## config.mk

```make
export PLATFORM = sky130hd
export DESIGN_NAME = key_buffer_ctrl
export DESIGN_NICKNAME = d
export VERILOG_FILES = /design/src/rtl/key_buffer_ctrl.sv
export SDC_FILE = /design/constraint.sdc
export NUM_CORES = 1
export LEC_CHECK = 0
export ABC_AREA = 1
export BUFFER_PORTS_ARGS = -buffer_cell sky130_fd_sc_hd__buf_2
export CORE_MARGIN = 4
export CORE_UTILIZATION = 45
export DETAILED_ROUTE_END_ITERATION = 6
export PLACE_DENSITY_LB_ADDON = 0.15
export SETUP_SLACK_MARGIN = 0.2
export SYNTH_ARGS = -nofsm -noshare
export SYNTH_HDL_FRONTEND = slang
export SYNTH_SLANG_ARGS = --single-unit
```

## constraint.sdc

```tcl
create_clock -name i_clk -period 3.1 [get_ports i_clk]
set_input_delay 0.31 -clock i_clk [delete_from_list [all_inputs] [get_ports i_clk]]
set_output_delay 0.31 -clock i_clk [all_outputs]
set_load 0.05 [all_outputs]
```

## src/rtl/key_buffer_ctrl.sv

```systemverilog
// Sequencer for the keypoint holding buffer between FAST/orientation and BRIEF.
// It tracks the raster position and buffer occupancy. It pushes arriving keypoints.
// It pops the oldest keypoint once its descriptor window has been fully scanned.
// At end of frame it drains whatever is left in the buffer.
module key_buffer_ctrl #(
   parameter int unsigned DEPTH      = 60,
   parameter int unsigned DELAY_ROWS = 15,
   parameter int unsigned IMG_W      = 640,
   parameter int unsigned IMG_H      = 480
) (
   input  logic        i_clk,
   input  logic        i_rst,
   input  logic        i_frame_start,
   input  logic        i_pix_valid,
   input  logic        i_key_valid,
   input  logic [9:0]  i_head_x,
   input  logic [9:0]  i_head_y,
   output logic        o_flag,
   output logic        o_hit,
   output logic [6:0]  o_occupancy,
   output logic [15:0] o_drop_cnt,
   output logic        o_frame_done,
   output logic        o_err
);

   localparam int unsigned XW = 10;
   localparam int unsigned YW = 10;
   localparam int unsigned OW = 7;
   localparam int unsigned DW = 16;
   localparam int unsigned CW = 11;

   localparam logic [XW-1:0] X_LAST  = XW'(IMG_W - 1);
   localparam logic [YW-1:0] Y_LAST  = YW'(IMG_H - 1);
   localparam logic [OW-1:0] OCC_MAX = OW'(DEPTH);
   localparam logic [CW-1:0] DELAY   = CW'(DELAY_ROWS);

   typedef enum logic [1:0] {
      ST_IDLE  = 2'd0,
      ST_RUN   = 2'd1,
      ST_FLUSH = 2'd2,
      ST_DONE  = 2'd3
   } state_t;

   state_t          state_q,  state_d;
   logic [XW-1:0]   cur_x_q,  cur_x_d;
   logic [YW-1:0]   cur_y_q,  cur_y_d;
   logic            settle_q, settle_d;
   logic            flag_q,   flag_d;
   logic            hit_q,    hit_d;
   logic [OW-1:0]   occ_q,    occ_d;
   logic [DW-1:0]   drop_q,   drop_d;
   logic            done_q,   done_d;
   logic            err_q,    err_d;

   logic [XW-1:0]   nxt_x_c;
   logic [YW-1:0]   nxt_y_c;
   logic            last_pix_c;
   logic [CW-1:0]   due_y_c;
   logic [CW-1:0]   cur_y_ext_c;
   logic            win_c;
   logic            pop_c;
   logic            push_c;

   // Raster position following the current one; wraps to (0,0) after the last pixel
   always_comb begin
      nxt_x_c    = cur_x_q + XW'(1);
      nxt_y_c    = cur_y_q;
      last_pix_c = (cur_x_q == X_LAST) && (cur_y_q == Y_LAST);
      if (cur_x_q == X_LAST) begin
         nxt_x_c = '0;
         nxt_y_c = (cur_y_q == Y_LAST) ? '0 : cur_y_q + YW'(1);
      end
   end

   // Head descriptor window complete: scan is at or past (head_x, head_y + DELAY_ROWS)
   always_comb begin
      due_y_c     = CW'(i_head_y) + DELAY;
      cur_y_ext_c = CW'(cur_y_q);
      win_c       = (cur_y_ext_c > due_y_c) ||
                    ((cur_y_ext_c == due_y_c) && (cur_x_q >= i_head_x));
   end

   // Next-state, push/pop decisions and registered output values
   always_comb begin
      state_d  = state_q;
      cur_x_d  = cur_x_q;
      cur_y_d  = cur_y_q;
      occ_d    = occ_q;
      drop_d   = drop_q;
      err_d    = err_q;
      done_d   = 1'b0;
      pop_c    = 1'b0;
      push_c   = 1'b0;

      case (state_q)
         ST_IDLE: begin
            // Start pixel is (0,0) and is consumed here; counters sit at (0,0) in IDLE
            if (i_frame_start && i_pix_valid) begin
               state_d = ST_RUN;
               cur_x_d = nxt_x_c;
               cur_y_d = nxt_y_c;
               drop_d  = '0;
            end
         end

         ST_RUN: begin
            if (i_frame_start) begin
               err_d = 1'b1;
            end
            pop_c = (occ_q != '0) && !settle_q && win_c;
            if (i_pix_valid) begin
               if (i_key_valid) begin
                  if ((occ_q < OCC_MAX) || pop_c) begin
                     push_c = 1'b1;
                  end else if (drop_q != '1) begin
                     drop_d = drop_q + DW'(1);
                  end
               end
               cur_x_d = nxt_x_c;
               cur_y_d = nxt_y_c;
               if (last_pix_c) begin
                  state_d = ST_FLUSH;
               end
            end
         end

         ST_FLUSH: begin
            if (i_frame_start) begin
               err_d = 1'b1;
            end
            // Drain one entry per two cycles; finish once empty and the last pop has settled
            if (!settle_q) begin
               if (occ_q != '0) begin
                  pop_c = 1'b1;
               end else begin
                  state_d = ST_DONE;
                  done_d  = 1'b1;
               end
            end
         end

         ST_DONE: begin
            if (i_frame_start) begin
               err_d = 1'b1;
            end
            state_d = ST_IDLE;
         end

         default: begin
            state_d = ST_IDLE;
         end
      endcase

      flag_d   = push_c;
      hit_d    = pop_c;
      settle_d = pop_c;

      if (push_c && !pop_c) begin
         occ_d = occ_q + OW'(1);
      end else if (pop_c && !push_c) begin
         occ_d = occ_q - OW'(1);
      end
   end

   // State and output registers
   always_ff @(posedge i_clk or posedge i_rst) begin
      if (i_rst) begin
         state_q  <= ST_IDLE;
         cur_x_q  <= '0;
         cur_y_q  <= '0;
         settle_q <= 1'b0;
         flag_q   <= 1'b0;
         hit_q    <= 1'b0;
         occ_q    <= '0;
         drop_q   <= '0;
         done_q   <= 1'b0;
         err_q    <= 1'b0;
      end else begin
         state_q  <= state_d;
         cur_x_q  <= cur_x_d;
         cur_y_q  <= cur_y_d;
         settle_q <= settle_d;
         flag_q   <= flag_d;
         hit_q    <= hit_d;
         occ_q    <= occ_d;
         drop_q   <= drop_d;
         done_q   <= done_d;
         err_q    <= err_d;
      end
   end

   assign o_flag       = flag_q;
   assign o_hit        = hit_q;
   assign o_occupancy  = occ_q;
   assign o_drop_cnt   = drop_q;
   assign o_frame_done = done_q;
   assign o_err        = err_q;

endmodule

```

* Word-level counts from Yosys, hierarchy flattened
Cells that the tools add are included. Widths: inputs -> output; s select.
Word-level totals: register bits 49, input port bits 25, output and inout bits 27, logic and storage cells 87
Cells by class: add/subtract/negate cells 6, order comparisons 3, equality and inequality tests 15, mux-type cells 33, reduce and logical (&&, ||, !) cells 21
Operator list (number):
- $mux 16 | 5
- $mux 10 | 7
- $pmux 10 s2 | 2
- $pmux 16 s2 | 1
- $add 10x1->10 const B | 2
- $add 16x1->16 const B | 1
- $ne 16x16->1 const B | 1
- $ne 2x2->1 const B | 8
- $mux 7 | 2
- $add 10x4->11 const B | 1
- $eq 10x11->1 | 1
- $gt 10x11->1 | 1
- $eq 10x10->1 const B | 1
- $eq 10x9->1 const B | 1
- $ge 10x10->1 | 1
- $mux 2 | 5
- $mux 1 | 9
- $pmux 2 s4 | 1
- $add 7x1->7 const B | 1
- $logic_and 1x1->1 | 7
- $lt 7x6->1 const B | 1
- $reduce_bool 7->1 | 1
- $sub 7x1->7 const B | 1
- $reduce_and 6->1 | 1
- other kinds (11) | 16

* Depth between registers and ports, before layout
Gate-level depths: netlist (run 1).
depth in word-level cells 14, gate-level depth with buffers 28, mapped depth without buffers 28

* Least setup slack after synthesis (run 1)
OpenSTA, ideal clock, no wires.
path kind input to register, start input port i_head_y[0], end register occ_q[6] (netlist: o_occupancy[6]), library setup time 0.082 ns, arrival 3.596 ns, data required time 3.018 ns, path slack -0.578 ns, stages 28, path buffers 0, path through inv_1 > ha_1 > nand2_1 > nand2_1 > nor2_1 > nand3_1 > xor2_1 > ha_1 > nand2_1 > nor2_1 > nand3_1 > nand2_1 > inv_1 > a21oi_1 > nand3_1 > a21oi_1 > inv_1 > ha_1 > inv_1 > ha_1 > a21oi_1 > nand2_1 > nand2_1 > nand2_1 > a21oi_1 > o21ai_1 > a21oi_1 > xor2_1
On the way: elaborated cells on any way between the ends 18, classes of those cells add/sub: 1; order compare: 1; eq/ne: 1; mux: 6; reduce/logical: 9
RTL lines:
- start, declared | line 17 | input logic [9:0] i_head_y,
- $add 10x4->11 (*) | line 77 | due_y_c = CW'(i_head_y) + DELAY;
- parallel branches: the longest is 2 deep, another holds $gt 10x11->1
- $logic_or 1x1->1 (*) | line 79 | win_c = (cur_y_ext_c > due_y_c) ||
- $logic_and 1x1->1 (*) | line 110 | pop_c = (occ_q != '0) && !settle_q && win_c;
- $pmux 1 s2 (*) | line 95 | case (state_q)
- named net hit_d | line 49 | logic hit_q, hit_d;
- $logic_not 1->1 | line 158 | if (push_c && !pop_c) begin
- $logic_and 1x1->1 | line 158
- $mux 7 / $reduce_bool 2->1 (equally long branches)
- end signal, assigned | line 174 | occ_q <= '0;
- end signal, assigned | line 185 | occ_q <= occ_d;
- end, declared | line 50 | logic [OW-1:0] occ_q, occ_d;
Mark *: on every way through the listed nets, which the timed path passes. A chain may end at the register's enable or synchronous reset.

* Worst setup path after layout (run 1)
Ends and elaborated chain as after synthesis.

==> metrics, run 1 <==
run status complete, but fails checks; failing checks setup timing; CTS tree built; WP buf/inv 5; final hold vios 0; synth cell count leaders nand2_1, inv_1, dfrtp_1, nor2_1, nand3_1; clk_lat worst skew 320 ps; vias in the first global route 3194; IO Port Bufs 51; fin worst setup slack -184.2 ps; Longest Clk Path Bufs 2; Row Count 32; root buffer cell clkbuf_8; period utilization 105.9%; RSZ-0062 raised after global routing true; critical path required time 3350 ps; Unique masters post-synth 40; CP max stage cell ha_1; Critical Path Source Type input pin; total track usage 17.41%; Post-synth EDFFs 0; # IOs 52; Largest stage delay, worst path 300 ps; routed vias 3380; Residual DRC 0; Clock Pin Slew Worst Setup and Hold Paths 110 ps; final setup violation count 4; Non-Filler Instances 687; RD Place Congestion 0.9126; Net Sw Frac 44.64%; Clock power frac 15.2%; grt ovf 0; Pleak 2.434 nW; P_int 1.542 mW; post-synth top area share 34.36%; sequential power share 31.9%; Core Box Area 0.007727 mm²; P_sw 1.244 mW; crit-path most repeated cell a21oi_2; Placed Instances 671; ys flop type dfrtp_1; Crit. End Element register; largest net degree at the start of global routing 50; post-synthesis instance total 491; initial antenna violation count 0; ys async rst share 100.0%; max_slew headroom 30.32%; first-pass GRT wire length 13.99 mm; Clock Skews 21.67 ps; top-count cell post-synth nand2_1; Detailed Routing Iterations Pass 1 6; Layout area overhead 27.14%; max_cap viols 0; number of diodes 0; Mapped Nets 551; CTS H-Tree Depth 2; total CTS buffers 5; Yosys top cell by area dfrtp_1; Fmax 304.5 MHz; Fillers 707; Final ANT Viol Nets 0; total wire length 8.117 mm; Setup TNS -393.9 ps; Seq/Total Area, Yosys 34.36%; Sink Count 49; YS warnings 0; NumNets Final 644; Max FO, Critical Path 5; Setup Crit Path Kind in2reg; Comb pwr share 53.0%; post-route minimum period 3284 ps; via/cell ratio 4.920; die extent in y 97.05 µm; post-DP HPWL 6.200 mm; Die Span X 97.05 µm; Max Transition Viols Final 0; WP data arrival 3540 ps; Top Family by Delay on Critical Path compound AO/OA/AOI/OAI gates; initial core utilization 46.18%; placed inst area 0.004267 mm²; min-delay worst type in2async; DRT iter0 DRCs 96; Mean Syn Cell Area 7.268 µm²; Pwr Density 614.0 mW/mm²; Synth area leaders dfrtp_1, nand2_1, ha_1; Peak VDD IR 0.2715 mV; Least-Margin Pin Slew 1044 ps; Synth Cell Area 0.003568 mm²; drt wl/cell 11.82 µm; final instance area 0.004537 mm²; final core utilization 58.71%; flops & latches, synth 49; layout cells sized above 1 27.35%; die area 0.009419 mm²
==> layout by cell type, fill, tap and decap left out, types with 5 or more instances in the layout <==
cell type and instances:
buf_4 40, clkbuf_8 6, xnor2_1 7, nor2_2 7
nand4_1 7, o21ai_2 6, a21oi_1 21, o21ai_1 5
nand3_2 7, o21ai_0 10, xor2_1 10, nor2_1 39
ha_1 30, inv_1 67, nand3_1 34, a21oi_2 7
nand2_1 113, nor3_1 12, dfrtp_1 49, inv_2 11
buf_2 49
==> final timing paths <==
path,start,end,slack (ps),cells after the start
setup reg to reg,cur_y_q[2]$_DFFE_PP0P_,o_occupancy[6]$_DFFE_PP0P_,20,21
setup / recovery,i_head_y[0],o_occupancy[6]$_DFFE_PP0P_,-180,28
hold reg to reg,o_occupancy[6]$_DFFE_PP0P_,o_occupancy[6]$_DFFE_PP0P_,500,1
max in group asynchronous,i_rst,cur_y_q[6]$_DFFE_PP0P_,2210,2
min in group i_clk,i_key_valid,o_flag$_DFF_PP0_,260,3
hold / removal,i_rst,o_drop_cnt[5]$_DFFE_PP0P_,230,2
==> worst reg2reg max path, stage by stage (launching register included) <==
cell and delay (ps):
dfrtp_1 410, ha_1 330, nand3_1 130, nor2_2 140
nand3_1 70, nand2_1 60, inv_1 40, a21oi_2 120
nand3_1 100, a21oi_2 190, inv_2 60, ha_4 180
inv_6 80, ha_4 210, a21oi_2 140, nand2_2 80
nand2_2 70, nand2_1 70, a21oi_2 200, o21ai_2 80
a21oi_2 120, xor2_1 140
==> timing repair <==
action                     CTS  global route
hold buffers                 0             0
pin swaps                   23            14
resized for setup           18            18
setup endpoints to repair    6             6
setup buffers                6             2
==> sequential cells by signal (all words and copies together), names as in the netlist <==
register      flops
o_drop_cnt       16
cur_x_q          10
cur_y_q          10
o_occupancy       7
state_q           2
o_err             1
o_flag            1
o_frame_done      1
o_hit             1
==> power groups by stage <==
stage	Combinational, mW	Sequential, mW	Clock (mW)
3_3_place_gp	1.27	0.898	0
2_1_floorplan	0.681	1.13	0
4_1_cts	1.39	0.891	0.432
6_report	1.48	0.888	0.422
5_1_grt	1.63	0.913	0.460
3_5_place_dp	1.30	0.902	0
==> layer usage <==
layer	vias to the layer above	routed length [µm]	track usage, %
met3	16	310	2.584
met5	-	0	0
met4	0	157	5.076
met1	1516	3677	22.17
met2	77	3972	30.52
li1	1771	-	-
==> final cells by class <==
type	count	area [µm²]	share of cell area [%]
Multi-Input combinational cell	354	2175	47.93
Timing Repair Buffer	91	575.6	12.69
Clock buffer	6	82.58	1.820
Tap cell	102	127.6	2.813
Clock inverter	2	13.76	0.3034
Sequential cell	49	1226	27.03
Inverter	83	336.6	7.419
==> kinds of logic after synthesis <==
logic type,Yosys count,share of synthesized area [%]
AO/OA/AOI/OAI,62,9.783
XOR/XNOR,17,4.172
adder cells (fa/ha/maj),35,12.48
buffers and inverters,88,9.502
flip-flops,49,34.36
AND/OR/NAND/NOR,240,29.70
==> stage by stage <==
step                      setup slack (ps)  hold slack [ps]  power (mW)
final                               -184.2            230.3       2.786
after global routing                -395.6            283.3       3.002
after CTS                           -146.2            265.9       2.716
after detailed placement            -707.9            480.6       2.198
after global placement              -598.5            484.2       2.165
after floorplan                     -269.5            453.9       1.815
(Power assumes the default switching activity.)
==> inputs of run 2 (changes only) <==
==> constraint.sdc (replaced) <==
create_clock -name i_clk -period 3 [get_ports i_clk]
set_input_delay 0.3 -clock i_clk [delete_from_list [all_inputs] [get_ports i_clk]]
set_output_delay 0.3 -clock i_clk [all_outputs]
set_load 0.05 [all_outputs]
==> run 2 against run 1 <==
The run still ends with setup timing left. Combinational power increased by 7%. Setup slack lost 170 ps. Clock skew decreased by 13 ps. Power rose by 7.2%.
==> metrics, run 2 (synthesized netlist as in run 1, its figures left out) <==
layout cells sized above 1 29.95%; Setup Crit Path Kind in2reg; Pwr Total 2.985 mW; Register-to-Register Path Depth 21; die area 0.009419 mm²; Critical Path Source Type input pin; initial antenna violation count 0; Comb pwr share 52.8%; # IOs 52; CTS tree built; root buffer cell clkbuf_8; Die Span X 97.05 µm; WP data arrival 3550 ps; Residual DRC 0; sequential power share 30.5%; drt wl/cell 12.01 µm; Largest stage delay, worst path 330 ps; post-route minimum period 3356 ps; max reg flops 16; most frequent cells in the layout nand2_1, inv_1, buf_4; RD Place Congestion 0.9055; Layout area overhead 33.70%; Net Sw Frac 42.72%; commonest non-fill, non-tap cell in the layout nand2_1; max_slew headroom 31.64%; Pleak 2.516 nW; min-delay worst type in2async; final core utilization 61.74%; total CTS buffers 5; RSZ-0062 raised after global routing true; DRT iter0 DRCs 85; routed vias 3450; via/cell ratio 4.908; NumNets Final 660; Sink Count 49; post-DP HPWL 6.301 mm; fin worst setup slack -355.6 ps; failing checks setup timing; Fmax 298.0 MHz; Final ANT Viol Nets 0; Detailed Routing Iterations Pass 1 4; register-to-register setup slack -110 ps; r2r startpoint cur_y_q[2]$_DFFE_PP0P_; clk_lat worst skew 300 ps; total track usage 18.41%; initial core utilization 46.18%; IO Port Bufs 51; FF-to-FF End o_occupancy[6]$_DFFE_PP0P_; P_sw 1.275 mW; Clock power frac 16.7%; Longest Clk Path Bufs 2; Row Count 32; P_int 1.710 mW; Non-Filler Instances 703; grt ovf 0; Placed Instances 681; Peak VDD IR 0.2792 mV; Clock Pin Slew Worst Setup and Hold Paths 90 ps; final setup violation count 20; final hold vios 0; Pwr Density 625.6 mW/mm²; CTS Hold Bufs 0; Clock Skews 9.117 ps; Least-Margin Pin Slew 1024 ps; critical path required time 3190 ps; largest net degree at the start of global routing 50; Max Transition Viols Final 0; Crit. End Element register; total wire length 8.441 mm; run status complete, but fails checks; CP Launch Point i_head_y[1]; worst slack, placed -783.3 ps; die extent in y 97.05 µm; CTS H-Tree Depth 2; Core Box Area 0.007727 mm²; CP max stage cell fa_2; Setup TNS -3993 ps; period utilization 111.9%; max_cap viols 0; first-pass GRT wire length 14.90 mm; vias in the first global route 3444; number of diodes 0; Max FO, Critical Path 3
## run 2: cell count changes in the layout (fill, tap and decap cells not counted), moves of 2 or more
cell,previous run,this run
a21oi_1,21,19
a21oi_2,7,9
buf_4,40,53
buf_6,0,3
nand2_1,113,111
nand2_2,4,6
nand2_4,4,2
nand2_8,0,3
nor2_2,7,4
nor2_4,2,6
o21ai_1,5,9
o21ai_2,6,3
## run 2: stage by stage
| stage | instance area (µm²) | hold slack (ps) |
|---|---|---|
| floorplan | 3671 | 443.9 |
| global placement | 4342 | 481.1 |
| detailed placement | 4342 | 480.0 |
| CTS | 4657 | 267.2 |
| finish | 4771 | 239.2 |
| global route | 4771 | 274.0 |
## run 2: area by class of cell
| class | instances | area, µm² |
|---|---|---|
| timing repair buffer | 106 | 701.9 |
| multi-input combinational | 355 | 2262 |
| tap | 102 | 127.6 |
| inverter | 83 | 336.6 |
| clock inverter | 1 | 30.03 |
| fill | 685 | 2957 |
| sequential | 49 | 1226 |
| clock buffer | 7 | 86.33 |
## run 2: what timing repair did
item | CTS | global route
setup endpoints to repair | 6 | 22
cloned | 0 | 1
pin swaps | 26 | 21
hold endpoints to repair | 0 | 0
buffers inserted | 11 | 2
gates resized for setup | 31 | 23
## run 2: worst max-delay path: cells and delay by family
kind	cells	cell delay, ps
AND/OR/NAND/NOR	11	840
XOR/XNOR	2	280
buffers and inverters	5	520
AO/OA/AOI/OAI	6	800
adder cells (fa/ha/maj)	3	810
## run 2: worst max-delay path by stage
stage,to,slack [ps],cells after the start
after global routing,o_occupancy[6]$_DFFE_PP0P_,-550,28
after global placement,o_occupancy[6]$_DFFE_PP0P_,-670,29
after floorplan,o_occupancy[6]$_DFFE_PP0P_,-360,28
after detailed placement,o_occupancy[6]$_DFFE_PP0P_,-780,29
final,o_occupancy[6]$_DFFE_PP0P_,-360,27
after CTS,o_occupancy[6]$_DFFE_PP0P_,-230,28
## run 2: metal layers
layer | vias to the layer above | part of all wire, % | track usage (%)
li1 | 1804 | - | -
met1 | 1580 | 44 | 23.36
met2 | 56 | 50 | 32.86
met3 | 10 | 3.7 | 3.015
met4 | 0 | 1.4 | 3.996
met5 | - | 0 | 0
## run 2: power groups by stage
stage / Sequential (mW) / Clock [mW] / Combinational (mW)
floorplan: 1.17 / 0 / 0.703
global placement: 0.918 / 0 / 1.36
detailed placement: 0.921 / 0 / 1.39
CTS: 0.912 / 0.514 / 1.49
global route: 0.934 / 0.541 / 1.75
finish: 0.910 / 0.497 / 1.58
